===== config.mk =====
export PLATFORM = sky130hd
export DESIGN_NAME = serial_adder
export DESIGN_NICKNAME = d
export VERILOG_FILES = /design/src/rtl/serial_adder.sv
export SDC_FILE = /design/constraint.sdc
export NUM_CORES = 1
export LEC_CHECK = 0
export ABC_CLOCK_PERIOD_IN_PS = 1700
export CORE_UTILIZATION = 46
export CTS_CLUSTER_DIAMETER = 200
export CTS_CLUSTER_SIZE = 20
export DETAILED_ROUTE_END_ITERATION = 10
export MAX_ROUTING_LAYER = met4
export PLACE_DENSITY = 0.74
export SLEW_MARGIN = 20
export SYNTH_ARGS = -nofsm -noshare
export SYNTH_HDL_FRONTEND = slang
export SYNTH_SLANG_ARGS = --single-unit
export TNS_END_PERCENT = 30

===== constraint.sdc =====
create_clock -name clk_in -period 1.7 [get_ports clk_in]
set_clock_uncertainty 0.15 [all_clocks]
set_input_delay 0.17 -clock clk_in [delete_from_list [all_inputs] [get_ports clk_in]]
set_output_delay 0.17 -clock clk_in [all_outputs]
set_load 0.05 [all_outputs]

===== src/rtl/serial_adder.sv =====
`default_nettype none
// +--------------------------------------------------------------------------+
// | Module      : serial_adder                                               |
// | Description : Bit-serial adder. Captures two WIDTH-bit operands and a    |
// |               carry-in on an accepted start. It then runs one full-adder |
// |               bit per clock, LSB first. The result and the final carry   |
// |               are registered and flagged by a one-cycle done pulse.      |
// | Optional    : SERIAL_ADDER_SUB_EN adds sub_in. When sub_in=1 the block   |
// |               computes a-b by loading ~b and forcing carry-in to 1.      |
// |               In that mode carry_out=1 means no borrow (a >= b).         |
// | Ports       : clk_in     - clock, rising edge                            |
// |               rst_n_in   - asynchronous active-low reset                 |
// |               start_in   - begin an operation (IDLE / DONE exit only)    |
// |               a_in,b_in  - WIDTH-bit operands, captured on start         |
// |               c_in       - carry-in, captured on start                   |
// |               sub_in     - subtract select (SERIAL_ADDER_SUB_EN only)    |
// |               busy_out   - high while bits are being processed           |
// |               done_out   - one-cycle pulse when sum/carry update         |
// |               sum_out    - registered WIDTH-bit result                   |
// |               carry_out  - registered final carry                        |
// | Revision    : 1.0 - initial release                                      |
// +--------------------------------------------------------------------------+
module serial_adder #(
  parameter int WIDTH = 8
) (
  input  logic             clk_in,
  input  logic             rst_n_in,
  input  logic             start_in,
  input  logic [WIDTH-1:0] a_in,
  input  logic [WIDTH-1:0] b_in,
  input  logic             c_in,
`ifdef SERIAL_ADDER_SUB_EN
  input  logic             sub_in,
`endif
  output logic             busy_out,
  output logic             done_out,
  output logic [WIDTH-1:0] sum_out,
  output logic             carry_out
);

  localparam int CNT_W = $clog2(WIDTH + 1);
  localparam logic [CNT_W-1:0] C_LAST_BIT = CNT_W'(WIDTH - 1);

  typedef enum logic [1:0] {
    IDLE = 2'd0,
    RUN  = 2'd1,
    DONE = 2'd2
  } state_t;

  state_t           state_q,  state_d;
  logic [WIDTH-1:0] a_sh_q,   a_sh_d;
  logic [WIDTH-1:0] b_sh_q,   b_sh_d;
  logic [WIDTH-1:0] res_sh_q, res_sh_d;
  logic             cy_q,     cy_d;
  logic [CNT_W-1:0] cnt_q,    cnt_d;
  logic             busy_q,   busy_d;
  logic             done_q,   done_d;
  logic [WIDTH-1:0] sum_q,    sum_d;
  logic             carry_q,  carry_d;

  // Values loaded on an accepted start.
  logic [WIDTH-1:0] b_load;
  logic             cy_load;

`ifdef SERIAL_ADDER_SUB_EN
  // a - b = a + ~b + 1; the inverted-B carry-out is the "no borrow" flag.
  assign b_load  = sub_in ? ~b_in : b_in;
  assign cy_load = sub_in ? 1'b1  : c_in;
`else
  assign b_load  = b_in;
  assign cy_load = c_in;
`endif

  // Single full-adder stage working on the current LSBs.
  logic             bit_s;
  logic             bit_co;
  logic [WIDTH-1:0] res_next;

  always_comb begin
    state_d  = state_q;
    a_sh_d   = a_sh_q;
    b_sh_d   = b_sh_q;
    res_sh_d = res_sh_q;
    cy_d     = cy_q;
    cnt_d    = cnt_q;
    busy_d   = busy_q;
    done_d   = 1'b0;
    sum_d    = sum_q;
    carry_d  = carry_q;

    bit_s    = a_sh_q[0] ^ b_sh_q[0] ^ cy_q;
    bit_co   = (a_sh_q[0] & b_sh_q[0]) | (a_sh_q[0] & cy_q) | (b_sh_q[0] & cy_q);

    // The result enters at the MSB and moves right. After WIDTH steps,
    // bit 0 of the sum has reached bit 0 of the register.
    res_next           = res_sh_q >> 1;
    res_next[WIDTH-1]  = bit_s;

    case (state_q)
      // The edge that leaves DONE is also an acceptance point. This keeps
      // the throughput at one operation every WIDTH+1 cycles.
      IDLE, DONE: begin
        busy_d  = 1'b0;
        state_d = IDLE;
        if (start_in) begin
          a_sh_d  = a_in;
          b_sh_d  = b_load;
          cy_d    = cy_load;
          cnt_d   = '0;
          busy_d  = 1'b1;
          state_d = RUN;
        end
      end

      RUN: begin
        a_sh_d   = a_sh_q >> 1;
        b_sh_d   = b_sh_q >> 1;
        res_sh_d = res_next;
        cy_d     = bit_co;
        cnt_d    = cnt_q + CNT_W'(1);
        if (cnt_q == C_LAST_BIT) begin
          // Publish on the same edge that enters DONE.
          state_d = DONE;
          busy_d  = 1'b0;
          done_d  = 1'b1;
          sum_d   = res_next;
          carry_d = bit_co;
        end
      end

      default: begin
        state_d = IDLE;
        busy_d  = 1'b0;
      end
    endcase
  end

  always_ff @(posedge clk_in or negedge rst_n_in) begin
    if (!rst_n_in) begin
      state_q  <= IDLE;
      a_sh_q   <= '0;
      b_sh_q   <= '0;
      res_sh_q <= '0;
      cy_q     <= 1'b0;
      cnt_q    <= '0;
      busy_q   <= 1'b0;
      done_q   <= 1'b0;
      sum_q    <= '0;
      carry_q  <= 1'b0;
    end else begin
      state_q  <= state_d;
      a_sh_q   <= a_sh_d;
      b_sh_q   <= b_sh_d;
      res_sh_q <= res_sh_d;
      cy_q     <= cy_d;
      cnt_q    <= cnt_d;
      busy_q   <= busy_d;
      done_q   <= done_d;
      sum_q    <= sum_d;
      carry_q  <= carry_d;
    end
  end

  assign busy_out  = busy_q;
  assign done_out  = done_q;
  assign sum_out   = sum_q;
  assign carry_out = carry_q;

endmodule
`default_nettype wire


==> results of run 1 <==
==> cell usage in the layout (no fill, tap or decap), drive strengths merged, types with 2 or more instances in the layout <==
cell / count
nand2b: 2
nand2: 21
mux2: 9
buf: 20
a21o: 17
nor2: 4
mux2i: 2
dfrtp: 41
a22o: 18
clkbuf: 6
clkdlybuf4s50: 18
==> final cells by class <==
| class | instances | share of cell area |
|---|---|---|
| clock buffer | 6 | 0.0238 |
| clock inverter | 2 | 0.0174 |
| multi-input combinational | 82 | 0.287 |
| sequential | 41 | 0.476 |
| tap | 46 | 0.0267 |
| timing repair buffer | 39 | 0.169 |
==> worst max-delay path, cell delays in order, from the launching register on <==
cell,delay [ps]
dfrtp_1,410
ha_2,200
nand3b_1,140
nor2_4,280
mux2_2,380
==> where the power goes <==
part | switching (W) | leakage [nW] | total (W) | internal, W
Sequential | 0.000269 | 0.520 | 0.00168 | 0.00141
Clock | 0.000305 | 0.0445 | 0.000655 | 0.000350
Combinational | 0.00108 | 0.553 | 0.00197 | 0.000892
Total | 0.00165 | 1.12 | 0.00430 | 0.00265
==> final timing paths <==
path / start / endpoint
max: cnt_q[0] / sum_out[2]
min: rst_n_in / state_q[0]
max reg2reg: cnt_q[0] / sum_out[2]
min reg2reg: res_sh_q[1] / res_sh_q[1]
max in group asynchronous: rst_n_in / sum_out[2]
min in group clk_in: b_in[7] / b_sh_q[7]
==> sequential cells by signal (all words and copies together), names as in the netlist <==
name,count
a_sh_q,8
b_sh_q,8
busy_out,1
carry_out,1
cnt_q,4
cy_q,1
done_out,1
res_sh_q,7
state_q,2
sum_out,8
==> cell families after synthesis <==
| logic type | after synthesis |
|---|---|
| multiplexers | 11 |
| adder cells (fa/ha/maj) | 2 |
| XOR/XNOR | 1 |
| AND/OR/NAND/NOR | 32 |
| buffers and inverters | 7 |
| flip-flops | 41 |
| AO/OA/AOI/OAI | 36 |
==> routing by layer <==
metal | vias to the layer above | GRT usage
met2 | 33 | 0.299
li1 | 537 | -
met5 | - | -
met3 | 7 | 0.0347
met1 | 566 | 0.207
met4 | 0 | 0.0872
==> stage by stage <==
stage / instance area, µm² / setup WS, ps
final: 2150 / 29.1
after global routing: 2150 / -30.0
after CTS: 2150 / 8.95
after detailed placement: 2050 / 26.6
after global placement: 2050 / 67.1
after floorplan: 1680 / 145
==> what timing repair did <==
| action | 4_1_cts | 5_1_grt |
|---|---|---|
| hold buffers | 1 | 0 |
| endpoints found under the setup margin | 0 | 8 |
| endpoints found under the hold margin | 41 | 0 |
| resized for setup | 0 | 1 |
==> metrics, run 1 <==
outcome=complete, no violations; pin count of the biggest net entering global routing=23; CP max FO=10; Worst Hold Class=input port to async pin; die area=3900 µm²; initial core utilization=0.492; CTS root buf=clkbuf_4; max_cap viols=0; EDFF count, synth=0; R2R depth=4; largest cells by area after synthesis=dfrtp_1, a22o_1, a21o_1; largest area contributor in the netlist=dfrtp_1; initial antenna violation count=0; Compound-Gate Fraction of Synth Area=0.175; Max Clk Rate=598 MHz; via count=1143; clock buffer depth=2; first-pass GRT wire length=5.17 mm; highest metal used=met4; TritonCTS buffer count=5; Layout area overhead=28.2%; startpoint types=flop; Vias per Instance=5.29; layout cells sized above 1=0.247; Setup-failing EPs final=0; Slew Viols, Final=0; Final Util=0.630; Netlist cell types=20; total gr overflow=0; post-synth top area share=0.611; total track usage=0.179; io pins=31; placed insts=207; CTS tree=yes; Crit Path Category=flop to flop; Die Ht=62.4 µm; mux cell area share after synthesis=0.0723; DP HPWL=2.15 mm; Port-buffer cells=30; TritonCTS sink count=41; initial DRC count=38; clock latency on the worst-skew pair=340 ps; Post-Synth XOR/XNOR Area=0.00522; part of the cycle the worst path needs=0.983; most frequent cell after synthesis=dfrtp_1; main combinational cell family by area after synthesis=compound AO/OA/AOI/OAI gates; DRC=0; min cycle time layout=1670 ps; CP endpoint kind=flop; Final Power=0.00430 W; worst hold slack=151 ps; fin cells=216; Leak=1.12 nW; Max H-tree Level=2; sequential element share of the synthesized area=0.611; overall die width=62.4 µm; met2 WL=1.58 mm; site row count=21; area of the multi-input gates=618 µm²; Syn Std Cell Area=1680 µm²; Post-synth ARST share=1.00; Total Nets Final=191; RSZ-0062 raised after global routing=true; Avg Cell Area, Syn=12.9 µm²; Crit path arrival time=1760 ps; # diodes=0; Mapped Cells=130; Synth top cells by count=dfrtp_1, nand2_1, a22o_1, a21o_1, mux2_2; Power per Cell Area=2000 nW/µm²; GP Congestion=0.691; Mapped Nets=152; simple-gate share of the synthesized area=0.0931; setup TNS after final layout=0 ps; Core ar.=3420 µm²; # Post-CTS Setup Buffers=0; register area=1030 µm²; IR Drop Worst-Case VDD=0.741 mV; vias in the first global route=1136; Synth Register Bits=41; Post-Synth Adder-Cell Area=0.0194; metal3 WL=135 µm; CP required=1780 ps; Fill cells=292; r2r setup slk=30 ps; drt pass-1 iters=4; Met1 Wirelength=1.28 mm; warnings from Yosys=0; Wirelength per Cell=14.1 µm; ys flop type=dfrtp_1; Rel. slew slack=0.678; Routed Antenna Nets=0; CTS clk-pin slew, worst paths=120 ps; Worst-Margin Slew=484 ps; final hold violations=0; final wirelength=3.05 mm
Power figures use the tool's default switching activity.
==> run 2, diff against run 1 <==
--- a/config.mk
+++ b/config.mk
@@ -6,13 +6,14 @@
 export NUM_CORES = 1
 export LEC_CHECK = 0
 export ABC_CLOCK_PERIOD_IN_PS = 1700
+export CORE_MARGIN = 4
 export CORE_UTILIZATION = 46
 export CTS_CLUSTER_DIAMETER = 200
 export CTS_CLUSTER_SIZE = 20
 export DETAILED_ROUTE_END_ITERATION = 10
 export MAX_ROUTING_LAYER = met4
 export PLACE_DENSITY = 0.74
-export SLEW_MARGIN = 20
+export SLEW_MARGIN = 30
 export SYNTH_ARGS = -nofsm -noshare
 export SYNTH_HDL_FRONTEND = slang
 export SYNTH_SLANG_ARGS = --single-unit
==> run 2 against run 1 <==
Power grew 0.60%. Clock power grew 5.3%. Maximum frequency up 2.2%. Global-route usage shrank 2.7 points. Final area up 0.58%. Die area up 20%. Highest routed layer unchanged.
==> metrics, run 2 (synthesized netlist as in run 1, its figures left out) <==
initial DRC count=43; r2r setup slk=70 ps; # Post-CTS Setup Buffers=0; total gr overflow=0; die area=4680 µm²; final wirelength=2.97 mm; CP max FO=10; placed insts=209; Wirelength per Cell=13.6 µm; Total Nets Final=193; overall die width=68.4 µm; initial core utilization=0.488; Port-buffer cells=30; worst hold slack=171 ps; crit path from=cnt_q[0]; Core ar.=3440 µm²; Crit Path Category=flop to flop; initial antenna violation count=0; first-pass GRT wire length=5.03 mm; max_cap viols=0; # diodes=0; GP Congestion=0.731; Layout area overhead=29.0%; TritonCTS buffer count=5; vias in the first global route=1119; final hold violations=0; Leak=1.13 nW; Place WS=35.4 ps; worst setup margin=65.3 ps; Slew Viols, Final=0; site row count=21; DRC=0; CP required=1730 ps; commonest non-fill, non-tap cells in the layout=dfrtp_1, nand2_1, buf_4; Max Clk Rate=612 MHz; TritonCTS sink count=41; clock latency on the worst-skew pair=290 ps; fin cells=218; CP endpoint kind=flop; R2R depth=4; most common cell after layout, fill and taps aside=dfrtp_1; layout cells sized above 1=0.250; RSZ-0062 raised after global routing=true; CTS root buf=clkbuf_8; Vias per Instance=5.14; Power per Cell Area=2000 nW/µm²; Rel. slew slack=0.750; min cycle time layout=1630 ps; DP HPWL=2.16 mm; via count=1120; io pins=31; area of the multi-input gates=616 µm²; Die Ht=68.4 µm; reg2reg start=cnt_q[0]; clock buffer depth=2; CTS tree=yes; CTS clk-pin slew, worst paths=80 ps; Fill cells=297; startpoint types=flop; Final Util=0.629; Worst-Margin Slew=375 ps; Critical Path End=sum_out[2]; pin count of the biggest net entering global routing=19; outcome=complete, no violations; Routed Antenna Nets=0; register area=1030 µm²; Worst Hold Class=input port to async pin; total track usage=0.152; IR Drop Worst-Case VDD=0.741 mV; drt pass-1 iters=4; worst flop-to-flop path endpoint=sum_out[2]; part of the cycle the worst path needs=0.962; Max H-tree Level=2; Setup-failing EPs final=0; Crit path arrival time=1660 ps
==> run 2: changes by cell type in the layout (fill, tap and decap cells not counted) <==
cell        before  now
buf_12           2    1
clkbuf_4         5    0
ha_2             1    0
clkinv_2         0    1
bufinv_16        1    0
ha_1             0    1
buf_4           17   20
clkbuf_8         1    7
clkinvlp_4       1    0
==> run 2: worst min path at each step <==
stage	slack [ps]	startpoint	endpoint
5_1_grt	220	rst_n_in	sum_out[2]
3_5_place_dp	-40	rst_n_in	sum_out[2]
3_3_place_gp	-50	rst_n_in	sum_out[0]
4_1_cts	180	rst_n_in	sum_out[2]
6_report	170	rst_n_in	sum_out[2]
2_1_floorplan	-280	rst_n_in	a_sh_q[0]
==> run 2: layout make-up <==
class / count / share of cell area
multi-input cells: 82 / 0.284
repair buffers: 41 / 0.169
clock buffers: 7 / 0.0445
flip-flops and latches: 41 / 0.474
clock inverters: 1 / 0.00231
well taps: 46 / 0.0266
==> run 2: metal layers <==
layer | part of all wire | global-route usage | vias to the layer above
met3 | 0.051 | 0.0411 | 5
met2 | 0.47 | 0.224 | 30
met1 | 0.46 | 0.194 | 538
met5 | 0 | - | -
met4 | 0.017 | 0.0744 | 0
li1 | - | - | 547
==> run 2: power breakdown <==
part	internal (W)	switching (W)
clock	0.000367	0.000323
combinational	0.000906	0.00106
sequential	0.00141	0.000259
total	0.00268	0.00164
==> run 2: timing repair <==
action	4_1_cts	5_1_grt
resized for setup	0	0
hold buffers	1	0
hold endpoints to repair	15	0
endpoints found under the setup margin	0	3
==> run 2: through the flow <==
| stage | TNS (ps) | total power [W] | cell area (µm²) |
|---|---|---|---|
| after CTS | 0 | 0.00438 | 2170 |
| after floorplan | 0 | 0.00307 | 1680 |
| final | 0 | 0.00433 | 2170 |
| after detailed placement | 0 | 0.00368 | 2050 |
| after global placement | 0 | 0.00360 | 2050 |
| after global routing | -12.5 | 0.00462 | 2170 |
==> run 2: critical path, cell delays in order (launching register included) <==
cell and delay, ps:
dfrtp_1 390, ha_1 190, nand3b_1 140, nor2_4 270, mux2_2 380
